===== src/rtl/cmos_capture_16b.sv =====
// ============================================================================
// cmos_capture_16b
// ----------------------------------------------------------------------------
// Captures frames from an 8-bit CMOS sensor bus and packs each pair of bytes
// into one 16-bit RGB565 pixel. The high byte of a pixel arrives first.
//
// After reset, the first SKIP_FRAMES frames are thrown away while the sensor
// settles. After that, each vsync rising edge starts a captured frame.
// A captured frame is IMG_ROW lines of IMG_COL pixels each. Line-length
// errors, overlong lines and frames cut short by an early vsync set a sticky
// error flag. Only frames with no error advance the good-frame counter.
//
// Ports
//   cmos_pclk        in   1  pixel clock, sole clock, rising edge
//   rst_n            in   1  asynchronous active-low reset
//   cmos_vsync       in   1  frame sync, rising edge marks frame start
//   cmos_href        in   1  line valid, high while active bytes are on the bus
//   cmos_data        in   8  sensor byte bus
//   data_16b         out 16  packed pixel {first byte, second byte}
//   data_16b_en      out  1  one-cycle strobe qualifying data_16b
//   cmos_data_valid  out  1  high for the whole captured frame
//   frame_cnt        out  8  number of completed good frames, wraps 255->0
//   frame_err        out  1  sticky error for the current / most recent frame
// ============================================================================
module cmos_capture_16b #(
    parameter int IMG_ROW     = 8,
    parameter int IMG_COL     = 512,
    parameter int SKIP_FRAMES = 10
) (
    input  logic        cmos_pclk,
    input  logic        rst_n,
    input  logic        cmos_vsync,
    input  logic        cmos_href,
    input  logic [7:0]  cmos_data,
    output logic [15:0] data_16b,
    output logic        data_16b_en,
    output logic        cmos_data_valid,
    output logic [7:0]  frame_cnt,
    output logic        frame_err
);

    // Counter widths. Each counter can hold its terminal value:
    //   - the pixel counter can hold IMG_COL
    //   - the line counter can hold IMG_ROW
    // The skip counter keeps at least one bit, so SKIP_FRAMES=0 still elaborates.
    localparam int PIX_W     = $clog2(IMG_COL + 1);
    localparam int LINE_W    = $clog2(IMG_ROW + 1);
    localparam int SKIP_W    = (SKIP_FRAMES > 0) ? $clog2(SKIP_FRAMES + 1) : 1;
    localparam int SKIP_LAST = (SKIP_FRAMES > 0) ? SKIP_FRAMES - 1 : 0;

    typedef enum logic [1:0] {
        ST_SKIP    = 2'd0,
        ST_WAIT_VS = 2'd1,
        ST_FRAME   = 2'd2
    } state_e;

    state_e state_q, state_d;

    // Input synchronisation stages
    logic        vs_d1_q, vs_d2_q;
    logic        href_d1_q, href_d2_q;
    logic [7:0]  data_d1_q;

    // Capture datapath state
    logic [SKIP_W-1:0] skip_cnt_q, skip_cnt_d;
    logic [PIX_W-1:0]  pix_cnt_q, pix_cnt_d;
    logic [LINE_W-1:0] line_cnt_q, line_cnt_d;
    logic              phase_q, phase_d;
    logic [7:0]        high_byte_q, high_byte_d;
    logic              ignore_q, ignore_d;
    logic [15:0]       data_16b_q, data_16b_d;
    logic              data_en_q, data_en_d;
    logic              valid_q, valid_d;
    logic [7:0]        frame_cnt_q, frame_cnt_d;
    logic              frame_err_q, frame_err_d;

    // Decoded events
    logic vs_rise;
    logic href_fall;
    logic in_frame;
    logic frame_start;
    logic line_act;
    logic byte_act;
    logic fall_act;
    logic pix_full;
    logic line_bad;
    logic last_line;
    logic early_vs;
    logic emit;
    logic overflow;

    // Register the sensor pins once.
    // vsync and href are also delayed by a second stage so that edges can be
    // detected. Only registered copies feed the rest of the logic.
    always_ff @(posedge cmos_pclk or negedge rst_n) begin
        if (!rst_n) begin
            vs_d1_q   <= 1'b0;
            vs_d2_q   <= 1'b0;
            href_d1_q <= 1'b0;
            href_d2_q <= 1'b0;
            data_d1_q <= 8'd0;
        end else begin
            vs_d1_q   <= cmos_vsync;
            vs_d2_q   <= vs_d1_q;
            href_d1_q <= cmos_href;
            href_d2_q <= href_d1_q;
            data_d1_q <= cmos_data;
        end
    end

    // Edge and qualification decode.
    // ignore_q masks a line that was already in progress when the frame began.
    // pix_full means the line already holds IMG_COL pixels, so any further
    // pixel is an overflow and is dropped.
    always_comb begin
        vs_rise     = vs_d1_q & ~vs_d2_q;
        href_fall   = ~href_d1_q & href_d2_q;
        in_frame    = (state_q == ST_FRAME);
        frame_start = (state_q == ST_WAIT_VS) & vs_rise;
        line_act    = in_frame & ~ignore_q;
        byte_act    = line_act & href_d1_q;
        fall_act    = line_act & href_fall;
        pix_full    = (pix_cnt_q == PIX_W'(IMG_COL));
        line_bad    = fall_act & (~pix_full | phase_q);
        last_line   = fall_act & (line_cnt_q == LINE_W'(IMG_ROW - 1));
        early_vs    = in_frame & vs_rise & ~last_line;
        emit        = byte_act & phase_q & ~pix_full;
        overflow    = byte_act & phase_q & pix_full;
    end

    // FSM state register
    always_ff @(posedge cmos_pclk or negedge rst_n) begin
        if (!rst_n) begin
            state_q <= ST_SKIP;
        end else begin
            state_q <= state_d;
        end
    end

    // FSM next-state logic.
    // If the last line finishes in the same cycle as a vsync edge arrives,
    // the frame counts as completed and the edge is ignored.
    always_comb begin
        state_d = state_q;
        unique case (state_q)
            ST_SKIP: begin
                if (SKIP_FRAMES == 0) begin
                    state_d = ST_WAIT_VS;
                end else if (vs_rise && (skip_cnt_q == SKIP_W'(SKIP_LAST))) begin
                    state_d = ST_WAIT_VS;
                end
            end
            ST_WAIT_VS: begin
                if (vs_rise) begin
                    state_d = ST_FRAME;
                end
            end
            ST_FRAME: begin
                if (last_line || early_vs) begin
                    state_d = ST_WAIT_VS;
                end
            end
            default: begin
                state_d = ST_SKIP;
            end
        endcase
    end

    // FSM output logic.
    // The frame-valid flag follows the current state and is registered.
    // Because it is registered, it always falls for at least one cycle
    // between frames.
    always_comb begin
        valid_d = (state_q == ST_FRAME);
    end

    // Datapath next-state logic.
    //
    // Byte phase:
    //   - alternates high/low on each active byte
    //   - returns to 0 whenever href drops
    //
    // End of line (href fall):
    //   - the pixel count is checked against IMG_COL
    //   - an odd leftover byte (phase still 1) is also flagged as an error
    //
    // A new frame clears the per-frame counters and the error flag.
    always_comb begin
        skip_cnt_d  = skip_cnt_q;
        pix_cnt_d   = pix_cnt_q;
        line_cnt_d  = line_cnt_q;
        high_byte_d = high_byte_q;
        data_16b_d  = data_16b_q;
        frame_cnt_d = frame_cnt_q;
        frame_err_d = frame_err_q | line_bad | overflow | early_vs;
        phase_d     = byte_act ? ~phase_q : 1'b0;
        ignore_d    = frame_start ? href_d1_q : (ignore_q & href_d1_q);
        data_en_d   = emit;

        if ((state_q == ST_SKIP) && vs_rise) begin
            skip_cnt_d = skip_cnt_q + SKIP_W'(1);
        end

        if (byte_act && !phase_q) begin
            high_byte_d = data_d1_q;
        end

        if (emit) begin
            data_16b_d = {high_byte_q, data_d1_q};
        end

        if (frame_start) begin
            pix_cnt_d   = '0;
            line_cnt_d  = '0;
            frame_err_d = 1'b0;
        end else if (fall_act) begin
            pix_cnt_d  = '0;
            line_cnt_d = line_cnt_q + LINE_W'(1);
        end else if (emit) begin
            pix_cnt_d = pix_cnt_q + PIX_W'(1);
        end

        if (last_line && !frame_err_q && !line_bad) begin
            frame_cnt_d = frame_cnt_q + 8'd1;
        end
    end

    // Datapath registers.
    // An asynchronous reset clears every output, even in the middle of a frame.
    always_ff @(posedge cmos_pclk or negedge rst_n) begin
        if (!rst_n) begin
            skip_cnt_q  <= '0;
            pix_cnt_q   <= '0;
            line_cnt_q  <= '0;
            phase_q     <= 1'b0;
            high_byte_q <= 8'd0;
            ignore_q    <= 1'b0;
            data_16b_q  <= 16'd0;
            data_en_q   <= 1'b0;
            valid_q     <= 1'b0;
            frame_cnt_q <= 8'd0;
            frame_err_q <= 1'b0;
        end else begin
            skip_cnt_q  <= skip_cnt_d;
            pix_cnt_q   <= pix_cnt_d;
            line_cnt_q  <= line_cnt_d;
            phase_q     <= phase_d;
            high_byte_q <= high_byte_d;
            ignore_q    <= ignore_d;
            data_16b_q  <= data_16b_d;
            data_en_q   <= data_en_d;
            valid_q     <= valid_d;
            frame_cnt_q <= frame_cnt_d;
            frame_err_q <= frame_err_d;
        end
    end

    assign data_16b        = data_16b_q;
    assign data_16b_en     = data_en_q;
    assign cmos_data_valid = valid_q;
    assign frame_cnt       = frame_cnt_q;
    assign frame_err       = frame_err_q;

endmodule


===== config.mk =====
export PLATFORM = sky130hd
export DESIGN_NAME = cmos_capture_16b
export DESIGN_NICKNAME = d
export VERILOG_FILES = /design/src/rtl/cmos_capture_16b.sv
export SDC_FILE = /design/constraint.sdc
export NUM_CORES = 1
export LEC_CHECK = 0
export BUFFER_PORTS_ARGS = -buffer_cell sky130_fd_sc_hd__buf_2
export CORE_MARGIN = 2
export CORE_UTILIZATION = 50
export CTS_BUF_LIST = sky130_fd_sc_hd__clkbuf_4 sky130_fd_sc_hd__clkbuf_8 sky130_fd_sc_hd__clkbuf_16
export DETAILED_ROUTE_END_ITERATION = 7
export GPL_TIMING_DRIVEN = 0
export PLACE_DENSITY = 0.78
export SLEW_MARGIN = 10
export SYNTH_ARGS = -nofsm -noshare
export SYNTH_HDL_FRONTEND = slang
export SYNTH_SLANG_ARGS = --single-unit
export TNS_END_PERCENT = 50

===== constraint.sdc =====
create_clock -name cmos_pclk -period 3 [get_ports cmos_pclk]
set_input_delay 0.15 -clock cmos_pclk [delete_from_list [all_inputs] [get_ports cmos_pclk]]
set_output_delay 0.15 -clock cmos_pclk [all_outputs]
set_load 0.01 [all_outputs]

==> flow_summary.ini, run 1 <==
[outcome]
outcome = finished clean

[worst_setup_path]
path_class = reg2reg
timing.rr.end = data_16b[8]$_DFFE_PN0P_
rr_worst_depth = 8
rr_startpoint = pix_cnt_q[0]$_DFFE_PN0P_
critPathLaunchType = register
slowest_stage = dfrtp_1
timing.critical_path.buf_inv = 3
arrival_ns = 2.22
worstSetupPathDepth = 8
cpPeakStageDelay_ns = 0.39
path_max_fanout = 10
startpoint = pix_cnt_q[0]$_DFFE_PN0P_
end_kind = register
path_delay_family = simple AND/OR/NAND/NOR gates
crit_chain = inv_1 -> ha_1 -> nor2b_1 -> and3_1 -> buf_4 -> nor2_4 -> buf_8 -> mux2_4
cp-endpoint = data_16b[8]$_DFFE_PN0P_
rrSetupSlack_ns = 1.01
required_ns = 3.23

[clock_tree]
cts_buffers = 9
cts_tree = built
cts-htree-levels = 3
cts_setup_buffers = 0
cts_root_buf = clkbuf_8
cts.sinks = 69
clock_latency_ns = 0.35
ctsResizeCount = 0
cts_buffer_depth = 2
path_clk_slew_ns = 0.07

[sta]
fmax_mhz = 502.8
hold_viol = 0
relSlewSlack_pct = 63.49
finClkSkew_ns = 0.01073
period_needed_ns = 1.989
rsz0062_at_grt = no
layout_setup_ws_ns = 1.011
timing.final.crit_share_pct = 66.30
slew_viol_final = 0
setup_viol = 0
worstMarginPinSlew_ns = 0.5435
fin_setup_tns_ns = 0

[logic_synthesis]
synth_compound_area_share_pct = 4.252
synth_nets = 240
synth_top_area_cell = dfrtp_1
synthAdderAreaFrac_pct = 2.501
yosysUniqueCellTypes = 49
synth_top_family_by_area = simple AND/OR/NAND/NOR gates
seq_area_frac_synth_pct = 57.52
synth_ff_type = dfrtp_1
synth_edf_count = 0
synth-simple-area-share_pct = 17.17
synth.area.top_cells = dfrtp_1 (58%), mux2_2 (5.3%), mux2_4 (4.5%)
async_flop_share_pct = 100.0
yosysWarningCount = 0
synth_cells = 222
synth_most_common_cell = dfrtp_1
synth-xor-area-share_pct = 4.669
yosys_register_bits = 69
synth_mux_area_share_pct = 11.50
synth_commonest_cells = dfrtp_1 (69), mux2_2 (14), nand3_1 (12)
synth_area_mm2 = 0.003002
post-synth-top-area-fraction_pct = 57.52
avgSynthCellArea_um2 = 13.52

[pwr]
p_seq_share_pct = 51.0
p_sw_w = 0.0006497
power.total_w = 0.002355
p_comb_share_pct = 16.2
vdd_drop_max_mv = 0.4099
p_sw_share_pct = 27.58
p_leak_nw = 1.757
powerDensity_mw_per_mm2 = 650.3
power.internal_w = 0.001706
pwr-share-clk_pct = 32.8

[die]
die_x_um = 81.48
dieArea_mm2 = 0.006639
rows = 28
io_pins = 39
fp.dieH_um = 81.48
fp.coreArea_mm2 = 0.005851
start_util_pct = 51.30

[placement]
hpwl_um = 3567
globalplace.congestion = 0.8333
place_ws_ns = 1.007
portBuffers = 38

[global_route]
grt_max_degree = 41
first_global_vias = 1908
overflow = 0
grt_pass1_wl_um = 8645
antenna_found_initial = 0
groute.usage.overall_pct = 17.63

[routing]
num_vias = 1889
drtAntennaViolNets = 0
wl_per_cell_um = 14.68
first_pass_iters = 4
first_iter_violations = 96
wl_um = 5330
route.detailed.drc = 0
vias_per_cell = 5.204

[layout]
syn_to_final_growth_pct = 20.68
fin_util_pct = 61.91
layout-drive-gt1-share_pct = 34.38
diodes = 0
fillers = 442
final_nets = 301

[hold_path]
hp-class = in2async

[job]
timing.max_cap.violations = 0
sequential cells by signal, summed over array words and instances, names as in the netlist:
register / cells
data_16b: 16
cmos_data_valid: 1
href_d2_q: 1
state_q: 2
vs_d2_q: 1
phase_q: 1
skip_cnt_q: 4
vs_d1_q: 1
data_16b_en: 1
ignore_q: 1
href_d1_q: 1
pix_cnt_q: 10
line_cnt_q: 4
frame_err: 1
high_byte_q: 8
frame_cnt: 8
data_d1_q: 8
per-stage QoR:
| step | cells | cell area, µm² | hold slack, ns |
|---|---|---|---|
| 3_3_place_gp | 335 | 3286 | 0.2586 |
| 5_1_grt | 363 | 3622 | 0.2913 |
| 2_1_floorplan | 222 | 3002 | -0.1456 |
| 4_1_cts | 363 | 3622 | 0.2776 |
| 3_5_place_dp | 336 | 3308 | 0.1085 |
| 6_report | 363 | 3622 | 0.2709 |
worst reg2reg max path, cell delays in order (launching register included):
cell and delay [ns]:
dfrtp_1 0.39, inv_1 0.07, ha_1 0.19, nor2b_1 0.16
and3_1 0.15, buf_4 0.15, nor2_4 0.25, buf_8 0.21
mux2_4 0.30
cells in the final DEF, fill, tap and decap left out, types with 2 or more instances in the layout:
| master | Yosys | final |
|---|---|---|
| and3_1 | 4 | 4 |
| nor4_2 | 4 | 4 |
| nor2b_1 | 6 | 6 |
| nand2_1 | 6 | 6 |
| nor3_1 | 3 | 3 |
| mux2i_1 | 3 | 3 |
| nor2_1 | 9 | 9 |
| buf_2 | 3 | 40 |
| nand3_1 | 12 | 12 |
| mux2_1 | 2 | 2 |
| xnor2_1 | 6 | 6 |
| dfrtp_1 | 69 | 69 |
| clkbuf_8 | 0 | 10 |
| a21oi_1 | 7 | 7 |
| xor2_1 | 10 | 10 |
| mux2_2 | 14 | 14 |
| mux2_4 | 9 | 9 |
| o21ai_0 | 4 | 4 |
| a221oi_1 | 2 | 2 |
| buf_4 | 1 | 2 |
| nand4_1 | 3 | 3 |
| inv_1 | 8 | 8 |
| or4_1 | 3 | 3 |
| o31ai_1 | 3 | 3 |
| clkinvlp_4 | 0 | 2 |
| dlygate4sd3_1 | 0 | 11 |
| ha_1 | 6 | 6 |
power by group through the flow:
| stage | clock [W] | sequential [W] | combinational, W |
|---|---|---|---|
| 2_1_floorplan | 0 | 0.00121 | 0.000249 |
| 3_3_place_gp | 0 | 0.00121 | 0.000352 |
| 3_5_place_dp | 0 | 0.00122 | 0.000375 |
| 4_1_cts | 0.000782 | 0.00120 | 0.000388 |
| 5_1_grt | 0.000831 | 0.00122 | 0.000428 |
| 6_report | 0.000773 | 0.00120 | 0.000381 |
cell families (layout without fill, tap and decap cells):
group / after synthesis / in the layout
AO/OA/AOI/OAI: 20 / 20
XOR/XNOR: 16 / 16
adder cells (fa/ha/maj): 6 / 6
buffers and inverters: 14 / 80
flip-flops: 69 / 69
multiplexers: 28 / 28
AND/OR/NAND/NOR: 69 / 69
what timing repair did:
action | CTS | global route
hold buffers | 11 | 0
setup endpoints to repair | 0 | 0
endpoints found under the hold margin | 39 | 0
how the worst min path moves through the flow:
| stage | endpoint | cells after the start | from |
|---|---|---|---|
| global placement | data_d1_q[3]$_DFF_PN0_ | 1 | cmos_data[3] |
| global route | skip_cnt_q[3]$_DFFE_PN0P_ | 2 | rst_n |
| finish | skip_cnt_q[3]$_DFFE_PN0P_ | 2 | rst_n |
| detailed placement | skip_cnt_q[3]$_DFFE_PN0P_ | 1 | rst_n |
| CTS | high_byte_q[4]$_DFFE_PN0P_ | 2 | rst_n |
| floorplan | cmos_data_valid$_DFF_PN0_ | 0 | rst_n |
per-layer routing:
layer	global-route usage, %	wire length, µm	up-vias
li1	-	-	908
met3	4.725	180	10
met4	9.492	108	0
met2	28.28	2720	35
met5	0	0	-
met1	21.77	2320	936
area by class of cell:
cell class / count / area [µm²] / area share (%)
Sequential cell: 69 / 1727 / 47.67
Multi-Input combinational cell: 139 / 1204 / 33.23
Timing Repair Buffer: 50 / 322.8 / 8.912
Clock buffer: 11 / 145.1 / 4.007
Tap cell: 75 / 93.84 / 2.591
Clock inverter: 5 / 58.81 / 1.623
Buffer: 6 / 41.29 / 1.140
Inverter: 8 / 30.03 / 0.8290
Power figures use the tool's default switching activity.
==> inputs of run 2 (changes only) <==
--- a/config.mk
+++ b/config.mk
@@ -5,13 +5,14 @@
 export SDC_FILE = /design/constraint.sdc
 export NUM_CORES = 1
 export LEC_CHECK = 0
+export ABC_AREA = 1
 export BUFFER_PORTS_ARGS = -buffer_cell sky130_fd_sc_hd__buf_2
 export CORE_MARGIN = 2
 export CORE_UTILIZATION = 50
 export CTS_BUF_LIST = sky130_fd_sc_hd__clkbuf_4 sky130_fd_sc_hd__clkbuf_8 sky130_fd_sc_hd__clkbuf_16
 export DETAILED_ROUTE_END_ITERATION = 7
 export GPL_TIMING_DRIVEN = 0
-export PLACE_DENSITY = 0.78
+export PLACE_DENSITY = 0.8
 export SLEW_MARGIN = 10
 export SYNTH_ARGS = -nofsm -noshare
 export SYNTH_HDL_FRONTEND = slang
==> constraint.sdc (replaced) <==
create_clock -name cmos_pclk -period 1.6 [get_ports cmos_pclk]
set_input_delay 0.08 -clock cmos_pclk [delete_from_list [all_inputs] [get_ports cmos_pclk]]
set_output_delay 0.08 -clock cmos_pclk [all_outputs]
set_load 0.01 [all_outputs]
==> flow_summary.ini, run 2 <==
[outcome]
outcome = finished clean

[placement]
portBuffers = 38
hpwl_um = 4161
globalplace.congestion = 0.8697
placed_area_mm2 = 0.003488
dp_cells = 465

[worst_setup_path]
rrSetupSlack_ns = 0.09
end_kind = register
critPathLaunchType = register
startpoint = state_q[0]$_DFFE_PN0P_
timing.rr.end = pix_cnt_q[6]$_DFFE_PN0P_
rr_worst_depth = 10
arrival_ns = 1.74
rr_startpoint = state_q[0]$_DFFE_PN0P_
path_max_fanout = 10
required_ns = 1.83
path_class = reg2reg

[hold_path]
hp-class = in2async

[clock_tree]
cts_root_buf = clkbuf_8
cts_buffers = 9
cts-htree-levels = 3
cts_buffer_depth = 2
cts.sinks = 69
path_clk_slew_ns = 0.07
clock_latency_ns = 0.35
cts_tree = built

[global_route]
groute.usage.overall_pct = 18.77
first_global_vias = 2403
grt_pass1_wl_um = 10530
overflow = 0
antenna_found_initial = 0
grt_max_degree = 49

[layout]
final_nets = 438
diodes = 0
final_cells = 501
fillers = 528
finalInstanceArea_mm2 = 0.003902
final_common_cell = nand2_1
layout-drive-gt1-share_pct = 24.06
syn_to_final_growth_pct = 23.04
largest_reg_flops = 16
most-common-layout-cells = nand2_1 (99), dfrtp_1 (69), buf_2 (38)

[logic_synthesis]
post-synth-top-area-fraction_pct = 54.44
synth_cells = 349
synth_nets = 367
avgSynthCellArea_um2 = 9.088
synth_area_mm2 = 0.003172
seq_area_frac_synth_pct = 54.44
yosys_register_bits = 69
synth_top_area_cell = dfrtp_1
synth_commonest_cells = nand2_1 (99), dfrtp_1 (69), inv_1 (35)
synth_ff_type = dfrtp_1
synth_most_common_cell = nand2_1
yosysUniqueCellTypes = 31
synth_edf_count = 0
yosysWarningCount = 0
synth.area.top_cells = dfrtp_1 (54%), nand2_1 (12%), nand3_1 (5.0%)
async_flop_share_pct = 100.0

[routing]
drtAntennaViolNets = 0
route.detailed.drc = 0
first_pass_iters = 4
first_iter_violations = 110
vias_per_cell = 4.980
num_vias = 2495
wl_um = 6174
wl_per_cell_um = 12.32

[pwr]
powerDensity_mw_per_mm2 = 1121
p_sw_w = 0.001317
p_comb_share_pct = 17.9
vdd_drop_max_mv = 0.9394
p_leak_nw = 2.121
pwr-share-clk_pct = 32.2
power.internal_w = 0.003056
p_sw_share_pct = 30.11
p_seq_share_pct = 49.9

[sta]
fmax_mhz = 663.0
relSlewSlack_pct = 79.49
period_needed_ns = 1.508
hold_viol = 0
slew_viol_final = 0
holdWs_ns = 0.1718
worstMarginPinSlew_ns = 0.3077
timing.final.crit_share_pct = 94.27
setup_viol = 0
fin_setup_tns_ns = 0
rsz0062_at_grt = yes
finClkSkew_ns = 0.008327

[die]
fp.coreArea_mm2 = 0.006241
fp.dieH_um = 83.65
die_x_um = 83.65
dieArea_mm2 = 0.006996
rows = 29
start_util_pct = 50.82
io_pins = 39

[job]
timing.max_cap.violations = 0
==> run 2: changes by cell type after synthesis, sizes merged, moves of 19 or more <==
cell,delta
inv,+30
mux2,-25
nand2,+98
nand3,+20
nor2,+28
o21ai,+19
==> run 2: worst max-delay path by stage <==
stage                          endpoint  cells after the start
4_1_cts        frame_cnt[2]$_DFFE_PN0P_                      8
3_5_place_dp   pix_cnt_q[7]$_DFFE_PN0P_                     10
5_1_grt        pix_cnt_q[6]$_DFFE_PN0P_                     10
2_1_floorplan  pix_cnt_q[0]$_DFFE_PN0P_                     10
3_3_place_gp   pix_cnt_q[8]$_DFFE_PN0P_                     10
6_report       pix_cnt_q[6]$_DFFE_PN0P_                     10
==> run 2: area by class of cell <==
type	instances	area (µm²)	area share [%]
flip-flops and latches	69	1727	44.25
multi-input cells	234	1257	32.22
repair buffers	61	412.9	10.58
inverters	38	147.6	3.783
clock buffers	9	123.9	3.174
well taps	77	96.34	2.469
clock inverters	6	72.57	1.860
plain buffers	7	65.06	1.667
==> run 2: timing repair <==
action	CTS	global route
endpoints found under the hold margin	79	0
hold buffers	11	0
gates resized for setup	1	13
setup endpoints to repair	22	35
setup buffers	0	11
pin swaps	0	3
==> run 2: power by group through the flow <==
stage                     Combinational (W)  Sequential (W)  Clock (W)
after floorplan                    0.000475         0.00220          0
after global placement             0.000675         0.00220          0
after detailed placement           0.000717         0.00221          0
after CTS                          0.000738         0.00218    0.00145
after global routing               0.000891         0.00221    0.00155
final                              0.000782         0.00218    0.00141
==> run 2: routing by layer <==
layer,wire length (µm),vias up,share of wire [%],track usage (%)
li1,-,1238,-,-
met1,2675,1196,43,22.55
met2,3128,54,51,32.29
met3,305,7,4.9,6.330
met4,65,0,1.1,5.132
met5,0,-,0,0
==> run 2: kinds of logic (layout without fill, tap and decap cells) <==
logic type / count (synthesis) / after routing / share of synthesized area, %
adders and majority gates: 6 / 6 / 2.367
xor gates and xnor gates: 13 / 13 / 3.590
buffers and inverters: 46 / 121 / 6.785
AOI/OAI and AO/OA: 29 / 29 / 5.325
and+or+nand+nor: 186 / 186 / 27.50
DFF: 69 / 69 / 54.44
==> run 2: metrics by stage <==
stage	total power [W]	util, %	setup slack (ns)
after global routing	0.004646	62.53	-0.02482
after floorplan	0.002680	-	0.1807
after CTS	0.004372	60.63	0.03156
final	0.004373	62.53	0.09162
after detailed placement	0.002923	55.89	-0.03701
after global placement	0.002873	55.41	-0.01494
==> run 2: critical path: stages, from the launching register on <==
cell and delay (ns):
dfrtp_1 0.44, inv_2 0.08, nand2_1 0.10, nor2_4 0.05, nand2_4 0.15, inv_6 0.07, nor2_8 0.16, nand2_2 0.08
buf_6 0.15, nand2_1 0.06, o21ai_1 0.05
